`src/rtl/beep_pkg.sv`:
```
// Shared types and constants for the beep_gen buzzer/LED burst driver.
package beep_pkg;

   localparam int BURST_W = 4;

   typedef enum logic [1:0] {
      ST_IDLE = 2'd0,
      ST_ON   = 2'd1,
      ST_OFF  = 2'd2
   } state_t;

endpackage

```
`src/rtl/beep_gen_tone_div.sv`:
```
// Tone carrier divider: level starts high on clear and toggles every TONE_HALF enabled cycles.
// level_d_o is the next-cycle level so the parent can register it straight into its output flop.
module tone_div #(
   parameter int TONE_HALF = 2,
   parameter int CNT_W     = 16
) (
   input  logic clk,
   input  logic rst_n,
   input  logic en_i,
   input  logic clr_i,
   output logic level_d_o
);

   logic [CNT_W-1:0] cnt_q, cnt_d;
   logic             lvl_q, lvl_d;

   always_comb begin
      cnt_d = cnt_q;
      lvl_d = lvl_q;
      if (clr_i) begin
         cnt_d = '0;
         lvl_d = 1'b1;
      end else if (en_i) begin
         if (cnt_q == CNT_W'(TONE_HALF - 1)) begin
            cnt_d = '0;
            lvl_d = ~lvl_q;
         end else begin
            cnt_d = cnt_q + 1'b1;
         end
      end
   end

   always_ff @(posedge clk or negedge rst_n) begin
      if (!rst_n) begin
         cnt_q <= '0;
         lvl_q <= 1'b0;
      end else begin
         cnt_q <= cnt_d;
         lvl_q <= lvl_d;
      end
   end

   assign level_d_o = lvl_d;

endmodule

```
`src/rtl/beep_gen.sv`:
```
// Event-to-waveform driver: a start pulse yields `count` ON bursts separated by OFF gaps.
// Optional macro BEEP_TONE_EN replaces the steady ON level with a square-wave tone carrier.
module beep_gen
   import beep_pkg::*;
#(
   parameter int ON_CYCLES  = 4,
   parameter int OFF_CYCLES = 2,
   parameter int CNT_W      = 16,
   parameter int TONE_HALF  = 2
) (
   input  logic               clk,
   input  logic               rst_n,
   input  logic               start,
   input  logic [BURST_W-1:0] count,
   input  logic               stop,
   output logic               out,
   output logic               busy,
   output logic               done
);

   if (ON_CYCLES < 1 || OFF_CYCLES < 1 || TONE_HALF < 1 || CNT_W < 1 ||
       ON_CYCLES > 2**CNT_W || OFF_CYCLES > 2**CNT_W) begin : g_bad_params
      $error("beep_gen: illegal parameter combination");
   end

   state_t             state_q, state_d;
   logic [CNT_W-1:0]   phase_q, phase_d;
   logic [BURST_W-1:0] rem_q, rem_d;
   logic               out_q, out_d;
   logic               busy_q, busy_d;
   logic               done_q, done_d;
   logic               on_d;

   always_comb begin
      state_d = state_q;
      phase_d = phase_q;
      rem_d   = rem_q;
      done_d  = 1'b0;
      case (state_q)
         ST_IDLE: begin
            // stop has priority over a simultaneous start
            if (start && (count != '0) && !stop) begin
               state_d = ST_ON;
               phase_d = CNT_W'(ON_CYCLES - 1);
               rem_d   = count;
            end
         end
         ST_ON: begin
            if (stop) begin
               state_d = ST_IDLE;
               phase_d = '0;
               rem_d   = '0;
            end else if (phase_q == '0) begin
               if (rem_q > BURST_W'(1)) begin
                  state_d = ST_OFF;
                  phase_d = CNT_W'(OFF_CYCLES - 1);
                  rem_d   = rem_q - 1'b1;
               end else begin
                  state_d = ST_IDLE;
                  rem_d   = '0;
                  done_d  = 1'b1;
               end
            end else begin
               phase_d = phase_q - 1'b1;
            end
         end
         ST_OFF: begin
            if (stop) begin
               state_d = ST_IDLE;
               phase_d = '0;
               rem_d   = '0;
            end else if (phase_q == '0) begin
               state_d = ST_ON;
               phase_d = CNT_W'(ON_CYCLES - 1);
            end else begin
               phase_d = phase_q - 1'b1;
            end
         end
         default: begin
            state_d = ST_IDLE;
            phase_d = '0;
            rem_d   = '0;
         end
      endcase
   end

   assign on_d   = (state_d == ST_ON);
   assign busy_d = (state_d != ST_IDLE);

`ifdef BEEP_TONE_EN
   logic on_entry;
   logic tone_level_d;

   // carrier restarts high on every entry into ON
   assign on_entry = on_d && (state_q != ST_ON);

   tone_div #(
      .TONE_HALF (TONE_HALF),
      .CNT_W     (CNT_W)
   ) u_tone (
      .clk       (clk),
      .rst_n     (rst_n),
      .en_i      (on_d),
      .clr_i     (on_entry),
      .level_d_o (tone_level_d)
   );

   assign out_d = on_d & tone_level_d;
`else
   assign out_d = on_d;
`endif

   always_ff @(posedge clk or negedge rst_n) begin
      if (!rst_n) begin
         state_q <= ST_IDLE;
         phase_q <= '0;
         rem_q   <= '0;
         out_q   <= 1'b0;
         busy_q  <= 1'b0;
         done_q  <= 1'b0;
      end else begin
         state_q <= state_d;
         phase_q <= phase_d;
         rem_q   <= rem_d;
         out_q   <= out_d;
         busy_q  <= busy_d;
         done_q  <= done_d;
      end
   end

   assign out  = out_q;
   assign busy = busy_q;
   assign done = done_q;

endmodule

```
`config.mk`:
```
export PLATFORM = sky130hd
export DESIGN_NAME = beep_gen
export DESIGN_NICKNAME = d
export VERILOG_FILES = /design/src/rtl/beep_pkg.sv /design/src/rtl/beep_gen_tone_div.sv /design/src/rtl/beep_gen.sv
export SDC_FILE = /design/constraint.sdc
export NUM_CORES = 1
export LEC_CHECK = 0
export ABC_AREA = 0
export BUFFER_PORTS_ARGS = -buffer_cell sky130_fd_sc_hd__buf_2
export CORE_AREA = 5 5 64 55
export DETAILED_ROUTE_END_ITERATION = 16
export DIE_AREA = 0 0 69 60
export PLACE_DENSITY = 0.71
export REMOVE_ABC_BUFFERS = 1
export SLEW_MARGIN = 20
export SYNTH_ARGS = -nofsm -noshare
export SYNTH_HDL_FRONTEND = slang
export SYNTH_HIERARCHICAL = 1
export SYNTH_SLANG_ARGS = --single-unit
export TNS_END_PERCENT = 1
```
`constraint.sdc`:
```
create_clock -name clk -period 3.61 [get_ports clk]
set_input_delay 0.722 -clock clk [delete_from_list [all_inputs] [get_ports clk]]
set_output_delay 0.722 -clock clk [all_outputs]
set_load 0.05 [all_outputs]
```
Yosys cells after proc, flatten, opt, wreduce, memory -nomap -nowiden
Index checks and enable logic that the tools add are counted.
Word-level totals
  bits in registers: 25
  word-level logic and storage cells: 49
Operators by class
  muxes and demuxes: 24
  order comparisons: 1
  reduce and logical (&&, ||, !) cells: 9
  equal/unequal tests: 7
  add/subtract/negate cells: 2
Operators with widths (count)
  $mux W16: 6
  $pmux W16 S3: 1
  $mux W4: 5
  $logic_not A16 Y1: 1
  $sub A16 B1 Y16 const B: 1
  $mux W2: 6
  $pmux W4 S3: 1
  $pmux W2 S3: 1
  $eq A2 B1 Y1 const B: 2
  $gt A4 B1 Y1 const B: 1
  $mux W1: 4
  $ne A2 B2 Y1 const B: 2
  $ne A4 B4 Y1 const B: 1
  $reduce_bool A4 Y1: 1
  $sub A4 B1 Y4 const B: 1
  $ne A3 B3 Y1 const B: 1
  $reduce_and A3 Y1: 1
  $eq A2 B2 Y1 const B: 1
  $logic_and A1 B1 Y1: 2
  $logic_not A2 Y1: 1
  $reduce_and A2 Y1: 1
  $reduce_bool A2 Y1: 1
  $logic_not A1 Y1: 1

Depth between registers and ports, before layout
  depth in word-level cells: 6
  depth in mapped cells: 9
  mapped depth without buffers: 7

Worst setup path before layout
Ideal clock, no wire load.
  path kind: input-to-reg
  from: input port stop
  to: register phase_q[5]
  slack: 0.966 ns
  cell stages on the path: 7
  arrival: 2.525 ns
  setup time: 0.119 ns
  buffers on the path: 2
  path through: clkbuf_1 > nor3b_1 > nand3b_1 > o211ai_2 > buf_4 > nor4_1 > o21ba_2
On the way
  word-level cells in the longest chain between the ends: 4
Ends and longest elaborated chain
  from (decl): RTL line beep_gen.sv:15  | input logic stop,
  $logic_not A1 Y1: RTL line beep_gen.sv:42  | if (start && (count != '0) && !stop) begin
  $logic_and A1 B1 Y1: RTL line beep_gen.sv:42
  $ne A2 B2 Y1 (no source line)
  $reduce_and A2 Y1 (no source line)
  to (signal assigned): RTL line beep_gen.sv:123  | phase_q <= phase_d;
  to (decl): RTL line beep_gen.sv:27  | logic [CNT_W-1:0] phase_q, phase_d;
Several ways; a longest one is shown, not always the timed one.
A chain may end at the register's enable or synchronous reset.

Worst setup path in the final report
  from: register phase_q[0]
  to: register phase_q[5]
On the way
  word-level cells in the longest chain between the ends: 4
Ends and longest elaborated chain
  $sub A16 B1 Y16 or $logic_not A16 Y1 (tied branches)
  $mux W16 (on tied branches): RTL line beep_gen.sv:72, beep_gen.sv:53
  $mux W16 (on tied branches): RTL line beep_gen.sv:68, beep_gen.sv:49
  $pmux W16 S3: RTL line beep_gen.sv:39  | case (state_q)
Several ways; a longest one is shown, not always the timed one.

==> impl_metrics.csv <==
group,metric,value,unit
timing,max_slew_margin,47.8,%
die,die_w,69,µm
worst_setup_path,path_buf_inv,2,
worst_setup_path,crit_arrival,3.16,ns
routing,vias_per_cell,5.96,
worst_setup_path,path_class,"reg -> reg",
die,start_util,50.5,%
cells_and_area,fin_nets,172,
routing,drtIter0Drc,61,
clock_tree,clockRootBuffer,"clkbuf_4",
cells_and_area,fin_cells,200,
cells_and_area,fillers,280,
worst_setup_path,crit_chain,"inv_1 -> ha_1 -> or4b_1 -> or4_1 -> buf_4 -> nand2b_4 -> a221oi_4 -> o21ba_2",
cells_and_area,antenna_cells,0,
timing,maxSlewViolCount,0,
grt,antenna_found_initial,0,
routing,drc,0,
cells_and_area,drive_above_1_share,15.0,%
grt,grt_pass1_vias,1141,
place,post-dp-hpwl,2140,µm
timing,post-route-min-period,2.92,ns
worst_setup_path,required,3.85,ns
clock_tree,cts_sinks,25,
grt,grt_max_degree,26,
grt,track_usage,15.2,%
routing,wl_per_cell,14.4,µm
routing,drtPass1Iterations,4,
synth,async_reset_ff_share,100,%
status,outcome,"finished, final reports clean",
grt,grt-ovfl-total,0,
synth,ys.warnings.count,6,
die,io_pins,11,
timing,worst_pin_slew,0.778,ns
timing,rsz0062_at_grt,"false",
worst_setup_path,end_kind,"register",
clock_tree,cts_max_path_buffers,2,
worst_hold_path,min_path_type,"in -> async",
grt,grt_pass1_wl,5050,µm
routing,finalWirelength,2890,µm
cells_and_area,utilization,54.0,%
die,rows,18,
synth,ys.flop_type,"dfrtp_1",
worst_setup_path,cp_top_family,"simple AND/OR/NAND/NOR gates",
synth,synth_edf_count,0,
synth,ys_ff_latch,25,
timing,finalCritPeriodShare,81.0,%
timing,holdWs,0.358,ns
clock_tree,clock_latency,0.33,ns
clock_tree,clk_pin_slew_worst_paths,0.15,ns
worst_setup_path,worstPathMaxFanout,17,
place,place_congestion,0.758,
clock_tree,post_cts_resized,0,
place,place_ws,0.678,ns
worst_setup_path,cp_slowest_cell,"a221oi_4",
worst_setup_path,slowest_delay,0.58,ns
place,dp_cells,196,
routing,postRouteAntennaNets,0,
die,fp.dieArea,4140,µm²
clock_tree,postCtsSetupBuffers,0,
synth,synth_cell_types,42,
place,io_buffers,10,
flow_run,maxCapViolCount,0,
synth,syn_avg_cell_area,9.71,µm²
timing,fmaxAchievable,342,MHz
timing,hold_viol_final,0,
timing,fin_worst_skew,0.00977,ns
power,pwr_density_cell,667,nW/µm²
timing,setup_slack,0.687,ns
timing,fin_tns_setup,0,ns
clock_tree,cts_made_buffers,3,
clock_tree,cts_hold_buf,0,
synth,syn_area,1460,µm²
synth,ys_seq_area_share,43.0,%
worst_setup_path,critPathLaunchType,"register",
power,ir_worst_vdd,0.387,mV
power,p_leak,0.000700,µW
clock_tree,cts_tree,"built",
timing,setup_violations,0,
die,dieHeight,60,µm
routing,vias,1191,
clock_tree,h-tree-depth,1,
synth,synthesis.instances,150,
die,core_area,2880,µm²
cells_and_area,area_delta_synth_final,6.96,%
## metal layers
metal,global-route usage (%),part of all wire (%)
met5,0,0
met3,4.54,4.2
met4,3.62,0.62
met2,26.5,49
met1,18.8,47
## worst reg2reg max path: cells and delay by family (launching register included)
kind | cells | cell delay (ns)
AOI/OAI and AO/OA | 2 | 0.82
and+or+nand+nor | 3 | 1.13
DFF | 1 | 0.44
buffers and inverters | 2 | 0.28
adders and majority gates | 1 | 0.17
## power by group
group | internal (µW) | total (µW) | switching [µW]
Combinational | 190 | 471 | 282
Sequential | 355 | 436 | 80.5
Clock | 42.4 | 132 | 89.9
Total | 587 | 1040 | 452
## flip-flops by register name (all words and copies together) (netlist names)
signal	count
rem_q	4
out	1
done	1
busy	1
phase_q	16
state_q	2
## final timing paths
path	start	endpoint	slack, ns	depth (start not counted)
worst max-delay path	phase_q[0]	phase_q[5]	0.69	8
worst min-delay path	rst_n	phase_q[11]	0.36	1
worst max register to register	phase_q[0]	phase_q[5]	0.69	8
worst min register to register	phase_q[1]	phase_q[1]	0.58	1
max in group asynchronous	rst_n	phase_q[1]	2.87	1
min in group clk	phase_q[1]	phase_q[1]	0.58	1
## synthesized netlist by cell type, drive strengths merged (2+ instances only)
cell type | count | area share [%]
dfrtp | 25 | 43
nor2 | 13 | 3.4
a21oi | 12 | 4.1
o21ai | 11 | 3.8
or4 | 10 | 5.2
nand2 | 9 | 2.3
inv | 7 | 1.8
o31ai | 7 | 3.6
buf | 5 | 2.7
o211ai | 5 | 2.9
xor2 | 5 | 3.0
or3 | 4 | 1.7
ha | 3 | 2.6
nand2b | 3 | 1.8
nor3 | 3 | 1.0
nand3b | 2 | 1.0
nor2b | 2 | 0.86
nor3b | 2 | 1.0
o21a | 2 | 1.0
or2 | 2 | 0.86
## kinds of logic (layout without fill, tap and decap cells)
logic type / Yosys count / count (layout) / synth area share (%)
AND/OR/NAND/NOR: 54 / 54 / 21.1
adder cells (fa/ha/maj): 3 / 3 / 2.58
XOR/XNOR: 5 / 5 / 3.01
multiplexers: 1 / 1 / 0.687
buffers and inverters: 13 / 23 / 4.81
AO/OA/AOI/OAI: 49 / 49 / 24.8
flip-flops: 25 / 25 / 43.0
## metrics by stage
stage | area [µm²] | power [µW]
floorplan | 1410 | 788
global placement | 1530 | 882
detailed placement | 1530 | 909
CTS | 1560 | 1050
global route | 1560 | 1130
finish | 1560 | 1040
## cell usage in the layout (no fill, tap or decap), types with 2 or more instances in the layout
cell type	count
buf_4	2
a21oi_1	12
o31ai_1	7
dfrtp_1	25
nor2b_1	2
nor3b_1	2
buf_2	10
nand2b_1	2
xor2_1	5
o21ai_0	11
o211ai_1	4
ha_1	3
nand3b_1	2
nand2_1	9
o21a_1	2
or4_1	10
inv_1	7
or2_2	2
clkbuf_4	3
nor3_1	3
or3_1	4
nor2_1	13
## cell type report
| cell class | count | area (µm²) | share of cell area, % |
|---|---|---|---|
| Clock buffer | 3 | 22.5 | 1.45 |
| Clock inverter | 1 | 7.51 | 0.482 |
| Inverter | 7 | 26.3 | 1.69 |
| Multi-Input combinational cell | 112 | 761 | 48.8 |
| Sequential cell | 25 | 626 | 40.2 |
| Tap cell | 40 | 50.0 | 3.21 |
| Timing Repair Buffer | 12 | 65.1 | 4.18 |
(Power assumes the default switching activity.)
